### src/rtl/pcie_tx_tlp_writer_pkg.sv
// pcie_tx_tlp_writer_pkg: shared TLP field constants, FSM states and header helper
package pcie_tx_tlp_writer_pkg;
    localparam int LEN_W = 10;
    localparam logic [1:0] FMT_3DW_NODATA = 2'b00;
    localparam logic [1:0] FMT_3DW_DATA   = 2'b10;
    localparam logic [4:0] TYPE_MEM       = 5'b00000;
    localparam logic [3:0] BE_ALL         = 4'hF;
    localparam logic [3:0] BE_NONE        = 4'h0;
    typedef enum logic [2:0] {S_IDLE, S_HDR0, S_HDR1, S_HDR2, S_DATA} state_e;
    function automatic logic [31:0] tlp_dw0(input logic [1:0] fmt, input logic [LEN_W-1:0] len);
        return {1'b0, fmt, TYPE_MEM, 1'b0, 3'b000, 4'b0000, 1'b0, 1'b0, 2'b00, 2'b00, len};
    endfunction
endpackage

### src/rtl/pcie_tx_tlp_writer_hdr_builder.sv
// pcie_tx_tlp_writer_hdr_builder: captures the three 3DW header dwords when a command is accepted
module pcie_tx_tlp_writer_hdr_builder
    import pcie_tx_tlp_writer_pkg::*;
(
    input  logic             clk,
    input  logic             rst,
    input  logic             i_load,
    input  logic             i_wr,
    input  logic [31:0]      i_addr,
    input  logic [LEN_W-1:0] i_len,
    input  logic [7:0]       i_tag,
    input  logic [7:0]       i_bus,
    input  logic [4:0]       i_dev,
    input  logic [2:0]       i_func,
    output logic [31:0]      o_dw0,
    output logic [31:0]      o_dw1,
    output logic [31:0]      o_dw2
);
    logic [31:0] dw0_q, dw1_q, dw2_q;

    // Header stays frozen for the whole TLP so stalled beats keep stable data
    always_ff @(posedge clk) begin
        if (rst) begin
            dw0_q <= '0;
            dw1_q <= '0;
            dw2_q <= '0;
        end else if (i_load) begin
            dw0_q <= tlp_dw0(i_wr ? FMT_3DW_DATA : FMT_3DW_NODATA, i_len);
            dw1_q <= {i_bus, i_dev, i_func, i_tag, (i_len == LEN_W'(1)) ? BE_NONE : BE_ALL, BE_ALL};
            dw2_q <= i_addr & 32'hFFFF_FFFC;
        end
    end

    assign o_dw0 = dw0_q;
    assign o_dw1 = dw1_q;
    assign o_dw2 = dw2_q;
endmodule

### src/rtl/pcie_tx_tlp_writer.sv
// pcie_tx_tlp_writer: turns MWr32/MRd32 commands into 3DW-header TLPs on a 32-bit AXI TX stream
module pcie_tx_tlp_writer
    import pcie_tx_tlp_writer_pkg::*;
#(
    parameter int MAX_WR_DWORDS    = 128,
    parameter int MAX_RD_DWORDS    = 128,
    parameter int BUF_AV_THRESHOLD = 2
) (
    input  logic        clk,
    input  logic        rst,
    input  logic        i_lnk_up,
    input  logic [7:0]  i_cfg_bus_number,
    input  logic [4:0]  i_cfg_device_number,
    input  logic [2:0]  i_cfg_function_number,
    input  logic        i_cmd_stb,
    output logic        o_cmd_rdy,
    input  logic        i_cmd_wr,
    input  logic [31:0] i_cmd_addr,
    input  logic [9:0]  i_cmd_len,
    input  logic [7:0]  i_cmd_tag,
    input  logic [31:0] i_data,
    input  logic        i_data_valid,
    output logic        o_data_rd,
    output logic [31:0] o_s_axis_tx_tdata,
    output logic [3:0]  o_s_axis_tx_tkeep,
    output logic [3:0]  o_s_axis_tx_tuser,
    output logic        o_s_axis_tx_tlast,
    output logic        o_s_axis_tx_tvalid,
    input  logic        i_s_axis_tx_tready,
    input  logic [5:0]  i_tx_buf_av,
    output logic        o_busy,
    output logic        o_done,
    output logic        o_err_len,
    output logic        o_abort
);
    localparam logic [LEN_W-1:0] MAX_WR = LEN_W'(MAX_WR_DWORDS);
    localparam logic [LEN_W-1:0] MAX_RD = LEN_W'(MAX_RD_DWORDS);
    localparam logic [5:0]       BUF_TH = 6'(BUF_AV_THRESHOLD);

    state_e           state_q, state_d;
    logic [LEN_W-1:0] cnt_q, cnt_d;
    logic             wr_q, rdy_q, done_q, done_d, err_q, abort_q, abort_d;
    logic             hs, len_ok, beat, in_hdr, in_data, last_data;
    logic [31:0]      dw0, dw1, dw2;

    assign hs        = i_cmd_stb & rdy_q;
    assign len_ok    = (i_cmd_len != '0) & (i_cmd_len <= (i_cmd_wr ? MAX_WR : MAX_RD));
    assign in_hdr    = (state_q == S_HDR0) | (state_q == S_HDR1) | (state_q == S_HDR2);
    assign in_data   = state_q == S_DATA;
    assign last_data = cnt_q == LEN_W'(1);

    pcie_tx_tlp_writer_hdr_builder u_hdr (
        .clk    (clk),
        .rst    (rst),
        .i_load (hs & len_ok),
        .i_wr   (i_cmd_wr),
        .i_addr (i_cmd_addr),
        .i_len  (i_cmd_len),
        .i_tag  (i_cmd_tag),
        .i_bus  (i_cfg_bus_number),
        .i_dev  (i_cfg_device_number),
        .i_func (i_cfg_function_number),
        .o_dw0  (dw0),
        .o_dw1  (dw1),
        .o_dw2  (dw2)
    );

    // A dropped link blocks any further beat or pop in the same cycle it is seen
    assign o_s_axis_tx_tvalid = i_lnk_up & (in_hdr | (in_data & i_data_valid));
    assign beat               = o_s_axis_tx_tvalid & i_s_axis_tx_tready;
    assign o_data_rd          = in_data & beat;
    assign o_s_axis_tx_tdata  = (state_q == S_HDR0) ? dw0 :
                                (state_q == S_HDR1) ? dw1 :
                                (state_q == S_HDR2) ? dw2 :
                                in_data ? i_data : 32'h0;
    assign o_s_axis_tx_tlast  = ((state_q == S_HDR2) & !wr_q) | (in_data & last_data);
    assign o_s_axis_tx_tkeep  = 4'hF;
    assign o_s_axis_tx_tuser  = 4'h0;
    assign o_busy             = state_q != S_IDLE;
    assign o_cmd_rdy          = rdy_q;
    assign o_done             = done_q;
    assign o_err_len          = err_q;
    assign o_abort            = abort_q;

    // Next state, payload countdown and completion/abort pulses
    always_comb begin
        state_d = state_q;
        cnt_d   = cnt_q;
        done_d  = 1'b0;
        abort_d = 1'b0;
        case (state_q)
            S_IDLE: if (hs && len_ok) begin
                state_d = S_HDR0;
                cnt_d   = i_cmd_len;
            end
            S_HDR0: state_d = beat ? S_HDR1 : S_HDR0;
            S_HDR1: state_d = beat ? S_HDR2 : S_HDR1;
            S_HDR2: if (beat) begin
                state_d = wr_q ? S_DATA : S_IDLE;
                done_d  = !wr_q;
            end
            S_DATA: if (beat) begin
                cnt_d   = cnt_q - LEN_W'(1);
                state_d = last_data ? S_IDLE : S_DATA;
                done_d  = last_data;
            end
            default: state_d = S_IDLE;
        endcase
        if (state_q != S_IDLE && !i_lnk_up) begin
            state_d = S_IDLE;
            abort_d = 1'b1;
        end
    end

    // State, latched command type and registered handshake/status strobes
    always_ff @(posedge clk) begin
        if (rst) begin
            state_q <= S_IDLE;
            cnt_q   <= '0;
            wr_q    <= 1'b0;
            rdy_q   <= 1'b0;
            done_q  <= 1'b0;
            err_q   <= 1'b0;
            abort_q <= 1'b0;
        end else begin
            state_q <= state_d;
            cnt_q   <= cnt_d;
            if (hs) wr_q <= i_cmd_wr;
            rdy_q   <= (state_d == S_IDLE) & !hs & i_lnk_up & (i_tx_buf_av >= BUF_TH);
            done_q  <= done_d;
            err_q   <= hs & !len_ok;
            abort_q <= abort_d;
        end
    end
endmodule

### config.mk
export PLATFORM = sky130hd
export DESIGN_NAME = pcie_tx_tlp_writer
export DESIGN_NICKNAME = d
export VERILOG_FILES = /design/src/rtl/pcie_tx_tlp_writer_pkg.sv /design/src/rtl/pcie_tx_tlp_writer_hdr_builder.sv /design/src/rtl/pcie_tx_tlp_writer.sv
export SDC_FILE = /design/constraint.sdc
export NUM_CORES = 1
export LEC_CHECK = 0
export ABC_AREA = 1
export CORE_ASPECT_RATIO = 0.7
export CORE_UTILIZATION = 47
export CTS_CLUSTER_DIAMETER = 60
export DETAILED_ROUTE_END_ITERATION = 16
export GPL_ROUTABILITY_DRIVEN = 1
export PLACE_DENSITY = 0.83
export SLEW_MARGIN = 0
export SYNTH_ARGS = -nofsm -noshare
export SYNTH_HDL_FRONTEND = slang
export SYNTH_HIERARCHICAL = 1
export SYNTH_SLANG_ARGS = --single-unit
export TNS_END_PERCENT = 20
### constraint.sdc
create_clock -name clk -period 2.3 [get_ports clk]
set_clock_uncertainty 0.2 [all_clocks]
set_input_delay 0.46 -clock clk [delete_from_list [all_inputs] [get_ports clk]]
set_output_delay 0.46 -clock clk [all_outputs]
set_load 0.05 [all_outputs]
==> flow_metrics.env, run 1 <==
export IMPL_cts_path_max_buffers=2
export IMPL_hold_violations=0
export IMPL_cts_buffers=9
export IMPL_layout_common_cells="175 x nand2_1, 111 x clkdlybuf4s50_1, 109 x nor2_1"
export IMPL_grtUsageTotal=0.2853
export IMPL_fmax_mhz=423.5
export IMPL_setup_viol=33
export IMPL_drtAntennaViolNets=0
export IMPL_final_common_cell="nand2_1"
export IMPL_detail_route_vias_per_cell=5.256
export IMPL_antennaDiodeCount=0
export IMPL_post_dp_cell_area_um2=6867
export IMPL_initial_core_util=0.4926
export IMPL_htree_levels=3
export IMPL_startpoint_type="flip-flop"
export IMPL_synth_flop_cell="dfxtp_1"
export IMPL_design_core_area_um2=9834
export IMPL_cp_required_ns=1.64
export IMPL_place_inst=1007
export IMPL_crit_type="reg -> out"
export IMPL_power_frac_seq=0.438
export IMPL_drtPass1Iterations=5
export IMPL_routed_wl_mm=15.53
export IMPL_antenna_found_initial=0
export IMPL_grt_max_degree=35
export IMPL_final_fill_count=739
export IMPL_layout_nets=1012
export IMPL_ir_drop_mv=0.3506
export IMPL_portBuffers=147
export IMPL_ys_async_sr_fraction=0
export IMPL_die_x_um=123.4
export IMPL_power_leakage_uw=0.003207
export IMPL_final_seq_area_um2=1708
export IMPL_synth_warnings=6
export IMPL_rsz0062_at_grt="true"
export IMPL_grt_pass1_vias=5074
export IMPL_multi_input_area_um2=2649
export IMPL_critPathMaxFanout=4
export IMPL_syn_inst=730
export IMPL_final_cells=1032
export IMPL_io_pins=159
export IMPL_fin_crit_sh=1.027
export IMPL_grt_overflow_total=0
export IMPL_switching_share=0.2352
export IMPL_fin_tns_setup_ns=-0.8926
export IMPL_max_cap_viol_count=0
export IMPL_use_met2=0.4723
export IMPL_powerDensity_nw_per_um2=463.5
export IMPL_min_path_type="reg -> reg"
export IMPL_met1_usage=0.3563
export IMPL_drt_iter0_drc=664
export IMPL_wl_per_cell_um=15.05
export IMPL_hpwlAfterDp_mm=10.68
export IMPL_design_area_um2=7398
export IMPL_clk_latency_ns=0.34
export IMPL_synth_seq_cells=85
export IMPL_seq_area_frac_synth=0.3512
export IMPL_combPwrFrac=0.124
export IMPL_drive_gt1_frac=0.2223
export IMPL_syn_area_um2=4845
export IMPL_clk_pin_slew_ns=0.06
export IMPL_intPower_uw=2623
export IMPL_clkPwrFrac=0.438
export IMPL_cts_tree="built"
export IMPL_failed_checks="setup timing"
export IMPL_fp_dieH_um=86.95
export IMPL_vias=5424
export IMPL_synth_edf_count=0
export IMPL_slew_headroom=0.6607
export IMPL_ctsHoldBuffers=0
export IMPL_status="complete, but fails checks"
export IMPL_drc=0
export IMPL_place_worst_setup_slack_ns=-0.2586
export IMPL_slew_violations=0
export IMPL_syn_avg_cell_area_um2=6.637
export IMPL_clockRootBuffer="clkbuf_16"
export IMPL_p_sw_uw=806.6
export IMPL_rows=30
export IMPL_clkSinkCount=85
export IMPL_timing_final_ws_setup_ns=-0.06131
export IMPL_routabilityCongestion=0.9436
export IMPL_grt_pass1_wl_mm=23.74
export IMPL_synth_cell_types=26
export IMPL_fin_crit_ns=2.361
export IMPL_die_area_um2=10720
export IMPL_cp_arrival_ns=1.70
export IMPL_met3_usage=0.08246
export IMPL_power_total_uw=3429
export IMPL_syn_to_final_growth_pct=52.71
export IMPL_worstSetupEndpointType="output port"
export IMPL_tightest_slew_ns=0.5074
export IMPL_grt_busiest_layer="met2"
cell families (layout without fill, tap and decap cells):
family | after synthesis | after routing | synth area share
AO/OA/AOI/OAI | 100 | 100 | 0.1051
XOR/XNOR | 2 | 2 | 0.003616
adder cells (fa/ha/maj) | 2 | 2 | 0.005164
buffers and inverters | 113 | 259 | 0.1405
flip-flops | 85 | 85 | 0.3512
other | 3 | 31 | 0.002324
AND/OR/NAND/NOR | 425 | 425 | 0.3920
routing by layer:
layer	wire (um)	vias up
li1	-	2607
met1	6203	2459
met5	0	-
met4	416	0
met3	1745	39
met2	7161	319
layout make-up:
cell class | count | area share
multi-input combinational | 560 | 0.3580
sequential | 85 | 0.2308
inverter | 37 | 0.02013
clock inverter | 5 | 0.007949
tap | 128 | 0.02165
clock buffer | 11 | 0.03416
timing repair buffer | 206 | 0.3272
flip-flops by register name (all words and copies together), names as in the netlist:
register / flops
u_hdr/o_dw2: 30
o_cmd_rdy: 1
wr_q: 1
state_q: 3
o_abort: 1
u_hdr/o_dw1: 26
cnt_q: 10
u_hdr/o_dw0: 11
o_done: 1
o_err_len: 1
worst max-delay path: stages (launching register included):
cell	delay (ns)
dfxtp_4	0.36
nor2_4	0.16
inv_2	0.07
nor2_4	0.18
buf_6	0.15
buf_12	0.11
nand2_4	0.04
nand4_1	0.12
buf_12	0.16
timing repair:
item,CTS,global route
pin swaps,0,5
resized for setup,11,20
cloned,0,2
buffers inserted,0,7
endpoints found under the setup margin,34,66
power by group through the flow:
stage	Clock, uW	Combinational (uW)	Sequential, uW
after floorplan	0	172	1540
after global placement	0	407	1530
after detailed placement	0	412	1540
after CTS	1520	416	1500
after global routing	1590	452	1500
final	1500	424	1500
per-stage QoR:
step | utilization | hold slack (ns)
final | 0.7523 | 0.2846
after global routing | 0.7523 | 0.3179
after CTS | 0.7336 | 0.2862
after detailed placement | 0.6982 | 0.2765
after global placement | 0.6982 | 0.2515
after floorplan | - | 0.2331
cells in the mapped netlist, types with 5 or more instances:
cell,instances,area share
a21oi_1,18,0.019
buf_2,19,0.020
buf_4,38,0.059
buf_8,6,0.019
clkbuf_1,11,0.0085
dfxtp_1,85,0.35
inv_1,31,0.024
inv_2,5,0.0039
nand2_1,180,0.14
nand3_1,26,0.027
nand4_1,36,0.046
nor2_1,113,0.088
nor2_2,65,0.084
o21ai_0,78,0.081
worst paths after layout:
path                               end           start  slack (ns)  depth (start not counted)
setup reg to reg              cnt_q[7]      state_q[0]        0.24                         11
hold reg to reg         u_hdr/o_dw0[6]  u_hdr/o_dw0[6]        0.28                          2
setup / recovery  o_s_axis_tx_tdata[0]      state_q[0]       -0.06                          8
hold / removal          u_hdr/o_dw0[6]  u_hdr/o_dw0[6]        0.28                          2
Power figures use the tool's default switching activity.
==> run 2, diff against run 1 <==
- CORE_MARGIN: unset -> 2
- clock period: 2.3 -> 2.7 ns (I/O delays scaled with it)
==> flow_metrics.env, run 2 (synthesized netlist as in run 1, its figures left out) <==
export IMPL_grt_overflow_total=0
export IMPL_drt_iter0_drc=391
export IMPL_whs_ns=0.2797
export IMPL_critPathMaxFanout=17
export IMPL_powerDensity_nw_per_um2=425.4
export IMPL_tightest_slew_ns=0.5555
export IMPL_final_cells=1000
export IMPL_startpoint_type="flip-flop"
export IMPL_place_worst_setup_slack_ns=0.02799
export IMPL_fmax_mhz=385.9
export IMPL_worst_r2r_path_depth=10
export IMPL_drc=0
export IMPL_startpoint="state_q[2]"
export IMPL_cts_path_max_buffers=2
export IMPL_initial_core_util=0.4907
export IMPL_htree_levels=3
export IMPL_rsz0062_at_grt="false"
export IMPL_power_leakage_uw=0.003034
export IMPL_portBuffers=147
export IMPL_final_common_cell="nand2_1"
export IMPL_ir_drop_mv=0.3088
export IMPL_drive_gt1_frac=0.1766
export IMPL_cts_buffers=9
export IMPL_clk_pin_slew_ns=0.06
export IMPL_routabilityCongestion=0.8963
export IMPL_cp_required_ns=1.96
export IMPL_clk_latency_ns=0.34
export IMPL_drtAntennaViolNets=0
export IMPL_crit_type="reg -> out"
export IMPL_fin_crit_sh=0.9598
export IMPL_syn_to_final_growth_pct=44.52
export IMPL_worstHoldPathCells=2
export IMPL_detail_route_vias_per_cell=5.214
export IMPL_cts_tree="built"
export IMPL_min_path_type="reg -> reg"
export IMPL_layout_nets=980
export IMPL_r2r_end="cnt_q[7]"
export IMPL_setup_viol=0
export IMPL_worstSetupEndpointType="output port"
export IMPL_hpwlAfterDp_mm=10.22
export IMPL_reg2reg_from="state_q[1]"
export IMPL_grt_pass1_wl_mm=23.25
export IMPL_fp_dieH_um=88.95
export IMPL_largest_reg_flops=30
export IMPL_routed_wl_mm=14.13
export IMPL_drtPass1Iterations=5
export IMPL_ctsHoldBuffers=0
export IMPL_die_x_um=125.4
export IMPL_place_inst=981
export IMPL_grt_max_degree=66
export IMPL_antenna_found_initial=0
export IMPL_wl_per_cell_um=14.13
export IMPL_timing_final_ws_setup_ns=0.1085
export IMPL_layout_common_cells="180 x nand2_1, 111 x nor2_1, 110 x clkdlybuf4s50_1"
export IMPL_die_area_um2=11150
export IMPL_min_delay_start="u_hdr/o_dw0[6]"
export IMPL_fin_tns_setup_ns=0
export IMPL_vias=5214
export IMPL_io_pins=159
export IMPL_slew_violations=0
export IMPL_min_to="u_hdr/o_dw0[6]"
export IMPL_status="completed"
export IMPL_slew_headroom=0.6297
export IMPL_clockRootBuffer="clkbuf_16"
export IMPL_reg2reg_slack_ns=0.71
export IMPL_fin_crit_ns=2.592
export IMPL_cp_arrival_ns=1.85
export IMPL_hold_violations=0
export IMPL_power_total_uw=2979
export IMPL_antennaDiodeCount=0
export IMPL_max_cap_viol_count=0
export IMPL_grt_pass1_vias=4990
export IMPL_rows=30
export IMPL_design_core_area_um2=9872
export IMPL_clkSinkCount=85
export IMPL_grtUsageTotal=0.2557
-- run 2: changes by cell type in the layout (fill, tap and decap cells not counted), moves of 2 or more --
cell,before,now
nor2_2,64,66
buf_6,5,0
nand2_4,2,0
nor2_4,6,2
clkbuf_16,12,9
buf_12,42,38
inv_1,29,31
buf_4,45,23
nor2_1,109,111
dfxtp_2,2,0
dfxtp_1,82,85
nand2_2,4,1
nand2_1,175,180
dlymetal6s2s_1,0,2
-- run 2: cell type report --
| type | count | area, um^2 |
|---|---|---|
| tap | 128 | 160.2 |
| fill | 775 | 2870 |
| clock inverter | 5 | 82.58 |
| clock buffer | 11 | 252.7 |
| sequential | 85 | 1702 |
| inverter | 37 | 146.4 |
| multi-input combinational | 560 | 2584 |
| timing repair buffer | 174 | 2074 |
-- run 2: power by group --
| group | leakage [uW] | internal [uW] | switching [uW] | total (uW) |
|---|---|---|---|---|
| combinational | 0.00219 | 183 | 156 | 339 |
| clock | 0.000154 | 860 | 500 | 1360 |
| sequential | 0.000686 | 1270 | 9.30 | 1280 |
| total | 0.00303 | 2310 | 665 | 2980 |
-- run 2: worst max-delay path by stage --
stage                                       end  slack [ns]  depth (start not counted)
after floorplan               o_s_axis_tx_tlast        0.24                          3
final                     o_s_axis_tx_tdata[13]        0.11                          7
after global placement          u_hdr/o_dw1[23]        0.07                         11
after global routing      o_s_axis_tx_tdata[13]        0.02                          7
after detailed placement         u_hdr/o_dw2[4]        0.03                         11
after CTS                                o_busy        0.01                          5
-- run 2: critical path, cell delays in order, from the launching register on --
cell and delay (ns):
dfxtp_1 0.48, inv_2 0.11, nand2_1 0.17, nor2_2 0.05, buf_4 0.20, nand2_1 0.09
nand4_1 0.18, buf_12 0.21
-- run 2: per-layer routing --
layer  part of all wire  vias up  GRT usage  routed length, um
met5                  0        -          0                  0
met4              0.018        0    0.08889                254
met3              0.097       29    0.06703               1376
met2               0.45      257     0.4353               6383
met1               0.43     2388     0.3214               6118
li1                   -     2540          -                  -
-- run 2: what timing repair did --
| action | CTS | global route |
|---|---|---|
| resized for setup | 0 | 4 |
| buffers inserted | 0 | 3 |
| endpoints found under the hold margin | 0 | 0 |
| setup endpoints to repair | 0 | 25 |
-- run 2: through the flow --
stage | utilization | area [um^2]
finish | 0.7093 | 7002
floorplan | - | 4950
detailed placement | 0.6705 | 6619
CTS | 0.7044 | 6954
global route | 0.7093 | 7002
global placement | 0.6705 | 6619
